## config.mk

```make
export PLATFORM = sky130hd
export DESIGN_NAME = pipe_stage_skid
export DESIGN_NICKNAME = d
export VERILOG_FILES = /design/src/rtl/pipe_stage_skid.sv
export SDC_FILE = /design/constraint.sdc
export NUM_CORES = 1
export LEC_CHECK = 0
export CAP_MARGIN = 20
export CORE_MARGIN = 2
export CORE_UTILIZATION = 52
export DETAILED_ROUTE_END_ITERATION = 10
export PLACE_DENSITY = 0.81
export SYNTH_ARGS = -nofsm -noshare
export SYNTH_HDL_FRONTEND = slang
export SYNTH_SLANG_ARGS = --single-unit
```

## constraint.sdc

```tcl
create_clock -name clk -period 2.96 [get_ports clk]
set_input_delay 0.296 -clock clk [delete_from_list [all_inputs] [get_ports clk]]
set_output_delay 0.296 -clock clk [all_outputs]
set_load 0.1 [all_outputs]
```

## src/rtl/pipe_stage_skid.sv

```systemverilog
// pipe_stage_skid: valid/ready pipeline stage register with a 2-entry skid buffer and flush-to-bubble.
//   clk       in   clock
//   rstn      in   asynchronous active-low reset
//   flush     in   synchronous kill of all held entries (input dropped)
//   in_valid  in   upstream offers {ctl_in, ir_in, data_in}
//   in_ready  out  stage can accept (registered-state decode only)
//   out_valid out  head entry valid
//   out_ready in   downstream accepts head entry
//   ctl_out / ir_out / data_out  head entry, bubble values when !out_valid
//   stall_cnt out  (only with PIPE_STALL_CNT_EN) saturating count of out_valid && !out_ready cycles
module pipe_stage_skid #(
    parameter int          CTL_W  = 32,
    parameter int          DATA_W = 96,
    parameter logic [31:0] NOP_IR = 32'h0000_0033
) (
    input  logic              clk,
    input  logic              rstn,
    input  logic              flush,
    input  logic              in_valid,
    output logic              in_ready,
    input  logic [CTL_W-1:0]  ctl_in,
    input  logic [31:0]       ir_in,
    input  logic [DATA_W-1:0] data_in,
    output logic              out_valid,
    input  logic              out_ready,
    output logic [CTL_W-1:0]  ctl_out,
    output logic [31:0]       ir_out,
    output logic [DATA_W-1:0] data_out
`ifdef PIPE_STALL_CNT_EN
    ,
    output logic [31:0]       stall_cnt
`endif
);
    typedef enum logic [1:0] {EMPTY = 2'd0, ONE = 2'd1, TWO = 2'd2} state_t;
    typedef struct packed {
        logic [CTL_W-1:0]  ctl;
        logic [31:0]       ir;
        logic [DATA_W-1:0] data;
    } entry_t;
    localparam entry_t BUBBLE = '{ctl: '0, ir: NOP_IR, data: '0};
    state_t state, state_n;
    entry_t head, skid, in_entry;
    logic   accept, retire, ld_head_in, ld_head_skid, ld_skid;
    assign in_entry  = '{ctl: ctl_in, ir: ir_in, data: data_in};
    assign in_ready  = (state != TWO);
    assign out_valid = (state != EMPTY);
    assign accept    = in_valid && in_ready;
    assign retire    = out_valid && out_ready;
    always_comb begin
        state_n      = state;
        ld_head_in   = 1'b0;
        ld_head_skid = 1'b0;
        ld_skid      = 1'b0;
        if (flush) begin
            state_n = EMPTY;
        end else begin
            case (state)
                EMPTY: begin
                    state_n    = accept ? ONE : EMPTY;
                    ld_head_in = accept;
                end
                ONE: begin
                    state_n    = accept ? (retire ? ONE : TWO) : (retire ? EMPTY : ONE);
                    ld_head_in = accept && retire;
                    ld_skid    = accept && !retire;
                end
                TWO: begin
                    state_n      = retire ? ONE : TWO;
                    ld_head_skid = retire;
                end
                default: state_n = EMPTY;
            endcase
        end
    end
    always_ff @(posedge clk or negedge rstn) begin
        if (!rstn) state <= EMPTY;
        else       state <= state_n;
    end
    // Flush also scrubs storage so no stale entry can resurface later.
    always_ff @(posedge clk or negedge rstn) begin
        if (!rstn) begin
            head <= BUBBLE;
            skid <= BUBBLE;
        end else if (flush) begin
            head <= BUBBLE;
            skid <= BUBBLE;
        end else begin
            if (ld_head_in)        head <= in_entry;
            else if (ld_head_skid) head <= skid;
            if (ld_skid)           skid <= in_entry;
        end
    end
    // Downstream decode must see a NOP whenever the stage is empty.
    assign ctl_out  = out_valid ? head.ctl  : BUBBLE.ctl;
    assign ir_out   = out_valid ? head.ir   : BUBBLE.ir;
    assign data_out = out_valid ? head.data : BUBBLE.data;
`ifdef PIPE_STALL_CNT_EN
    always_ff @(posedge clk or negedge rstn) begin
        if (!rstn)                                           stall_cnt <= '0;
        else if (out_valid && !out_ready && stall_cnt != '1) stall_cnt <= stall_cnt + 32'd1;
    end
`else
    // Stall counting is not built in this configuration.
`endif
endmodule

```

# Word level (Yosys, flattened, before mapping)
# Index checks and enable logic that the tools add are counted.
# word_totals
reg_bits,322
output_inout_bits,162
elab_cells,39
# op_classes
n_eq_ne,3
muxes,20
reduce_logical,9
# op_table
operator,count
$mux W160,5
$mux W96,1
$mux W32,2
$mux W1,7
$mux W2,3
$pmux W2 S3,1
$logic_and A1 B1 Y1,4
$reduce_bool A2 Y1,2
$reduce_bool A3 Y1,1
$eq A2 B1 Y1 const B,1
$eq A2 B2 Y1 const B,1
$logic_not A2 Y1,1
$ne A2 B2 Y1 const B,1
$pmux W1 S2,1
$logic_not A1 Y1,1

# Longest topological paths before layout
# depth
word_depth,8
depth_mapped,12
depth_no_buf,7

# Worst setup path before layout
# OpenSTA, ideal clock, no wires.
# synth_path
path_kind,register to output
startpoint,reg state[1]
endpoint,out data_out[86]
t_arrival_ns,2.649
required_time_ns,2.664
setup_slack_ns,0.015
path_stages_with_launch,6
n_path_buf,3
cell_sequence,dfrtp_1 > buf_2 > or2_2 > clkbuf_1 > clkbuf_1 > and2_1
# synth_via
elab_chain_cells,2
# synth_rtl
item,line_no,text
start: declaration,41,"state_t state, state_n;"
start signal: assignment,77,else state <= state_n;
$reduce_bool A2 Y1,46,assign out_valid = (state != EMPTY);
via out_valid,24,"output logic out_valid,"
$mux W96,96,assign data_out = out_valid ? head.data : BUBBLE.data;
end: declaration,28,output logic [DATA_W-1:0] data_out
# The timed path passes the listed nets, and every way through them passes these cells.

# Worst setup path in the final report
# layout_path
startpoint,reg state[0]
endpoint,out data_out[69]
# layout_via
elab_chain_cells,2
# layout_rtl
item,line_no
$reduce_bool A2 Y1,46
$mux W96,96
# Every way passes these cells.

==> results_dict.tcl <==
set metrics [dict create \
    status "finished clean" \
    finalMaxSlewViolations 0 \
    grt_usage_pct 30.1 \
    reg2reg_to "head[110]" \
    crit_family "buffers and inverters" \
    cts-root-buf "clkbuf_16" \
    startpoint "state[0]" \
    nNetsFinal 1865 \
    route.vias.total 13400 \
    ys_ff_latch 322 \
    cts_tree "yes" \
    avgRoutedWirePerCell_um 22.1 \
    path_clk_slew_ns 0.06 \
    critPathLaunchType "register" \
    final_common_cell "dfrtp_1" \
    ys_types 30 \
    core_area_mm2 0.0294 \
    drc_errors 0 \
    boundaryPins 327 \
    reg2reg_slack_ns 0.41 \
    hpwlAfterDp_um 27300 \
    leakagePower_nw 9.02 \
    worstPathArrival_ns 2.29 \
    crit_chain "or2_4 > buf_12 > and2_1 > buf_12" \
    cts_buffer_depth 3 \
    place_congestion 0.810 \
    clkLatencyLatePin_ns 0.51 \
    timing.final.hold_violations 0 \
    postRouteWirelength_um 46900 \
    die_x_um 176 \
    drv_cap 0 \
    die_h_um 176 \
    start_util_pct 52.4 \
    ant_nets 0 \
    synth-xor-area-share_pct 0 \
    synth_top_family_by_area "compound AO/OA/AOI/OAI gates" \
    worstReg2RegStart "state[0]" \
    fp-row-count 63 \
    rsz0062_at_grt "no" \
    drt_iter0_drc 1266 \
    first_pass_iters 5 \
    syn_nets 1631 \
    worst_pin_slew_ns 1.07 \
    grt_max_degree 162 \
    vias_per_cell 6.32 \
    yosysWarningCount 0 \
    path_buf_inv 2 \
    r2r_cells 7 \
    setup-tns-final_ns 0 \
    synth_fa_ha_area_share_pct 0.162 \
    synth_area_mm2 0.0154 \
    grt_pass1_wl_um 75700 \
    final_cell_mix "dfrtp_1, nand2_1, buf_12" \
    cts_buffers 35 \
    ir_drop_mv 0.322 \
    crit_path_end "data_out[69]" \
    cp_slowest_cell "dfrtp_1" \
    fillers 1891 \
    synth.area.mux_share_pct 0.406 \
    setup_viol 0 \
    grt_pass1_vias 13600 \
    cts_setup_buffers 0 \
    critPathKind "reg2out" \
    final_layout_size_suffix_gt1_share_pct 21.1 \
    cp_common_cell "buf_12" \
    cts.sinks 322 \
    grt_overflow 0 \
    yosys.area_share.simple_pct 19.8 \
    yosysSeqAreaShare_pct 52.4 \
    worst_setup_path_end_kind "primary output" \
    hp-class "in2reg" \
    ctsHtreeMaxLevel 2 \
    portBuffers 326 \
    fin_crit_sh_pct 87.3 \
    fmax_ghz 0.387 \
    fp.dieArea_mm2 0.0310 \
    syn_area_per_cell_um2 10.5 \
    grt_antenna_before_repair 8 \
    crit_path_max_incr_delay_ns 0.50 \
    synth_compound_area_share_pct 22.3 \
    slew_headroom_pct 29.0 \
    netlist_instances 1464 \
    cp_data_required_time_ns 2.66 \
    cp_max_fo 161 \
    area_delta_synth_final_pct 40.9 \
    clock_skew_ns 0.0105 \
    power.density_mw_per_mm2 584 \
    fin_hold_ws_ns 0.268 \
    post-route-min-period_ns 2.59 \
    crit_cells 4 \
]
[cell usage after synthesis]
master     instances  area (um2)
mux2i_4            1        22.5
buf_6              9         101
dfrtp_1          314        7860
and2_1           158         988
buf_1              6        22.5
and3b_1            1        8.76
ha_1               2        25.0
a311oi_2          96        1440
nand2_1          312        1170
a311oi_1          60         526
clkinv_1           1        3.75
o221ai_1           4        35.0
dfstp_2            8         210
mux2i_1            4        40.0
clkbuf_1          98         368
or2_2              2        12.5
or2_1              1        6.26
buf_2             43         215
buf_4              3        22.5
o21ai_0            1        5.00
nor2_1             1        3.75
nand2b_1           7        43.8
a21oi_1            1        5.00
inv_1              5        18.8
nand3b_1           2        15.0
a2bb2oi_1          4        35.0
a31oi_1            4        25.0
a22o_1           156        1370
nor2b_1            3        18.8
nor3_1           157         786
[worst min-delay path by stage]
stage | startpoint | endpoint | cells after the start
2_1_floorplan | rstn | head[0] | 0
3_5_place_dp | rstn | head[115] | 1
5_1_grt | flush | state[0] | 2
4_1_cts | flush | state[0] | 2
3_3_place_gp | rstn | head[115] | 1
6_report | flush | state[0] | 2
[layout make-up]
cell class	count	area (um2)	share of cell area [%]
timing repair buffer	356	5260	24.2
tap	390	488	2.25
sequential	322	8070	37.2
clock buffer	50	1060	4.91
clock inverter	13	168	0.773
antenna	8	20.0	0.0923
inverter	6	22.5	0.104
multi-input combinational	977	6600	30.4
[metrics by stage]
step	setup slack, ns	instance area [um2]	instances	util (%)	power [mW]
detailed placement	0.471	20400	2050	69.5	8.08
finish	0.375	21700	2122	73.8	12.7
CTS	0.400	21700	2114	73.7	12.7
floorplan	0.0152	15400	1464	-	6.84
global placement	0.582	20400	2050	69.5	8.02
global route	0.290	21700	2120	73.8	13.1
[flip-flops by register name, indices dropped and copies added (netlist names)]
signal  flops
skid      160
head      160
state       2
[per-layer routing]
metal / global-route usage, % / wire (um)
met1: 42.1 / 18800
met2: 46.1 / 22200
met3: 4.91 / 3580
met4: 14.6 / 2320
met5: 0 / 11
[worst register-to-register path, delay by kind of cell (launching register included)]
| kind | cells | cell delay (ns) |
|---|---|---|
| flip-flops | 1 | 0.47 |
| buffers and inverters | 1 | 0.42 |
| adder cells (fa/ha/maj) | 1 | 0.23 |
| multiplexers | 1 | 0.20 |
| AND/OR/NAND/NOR | 3 | 0.82 |
| AO/OA/AOI/OAI | 1 | 0.31 |
[logic make-up after synthesis]
family	Yosys count
AOI/OAI and AO/OA	326
adders and majority gates	2
buffers and inverters	165
DFF	322
muxes	5
and+or+nand+nor	644
[power breakdown]
group	internal, mW	leakage [nW]	switching (mW)
registers	4.73	4.31	0.180
clock network	2.85	0.613	1.80
logic	1.13	4.10	1.99
total	8.71	9.02	3.97
[what timing repair did]
item | CTS | global route
resized for setup | 0 | 0
hold endpoints to repair | 66 | 0
hold buffers | 1 | 0
Note: power is estimated with default switching activity, not from simulation.
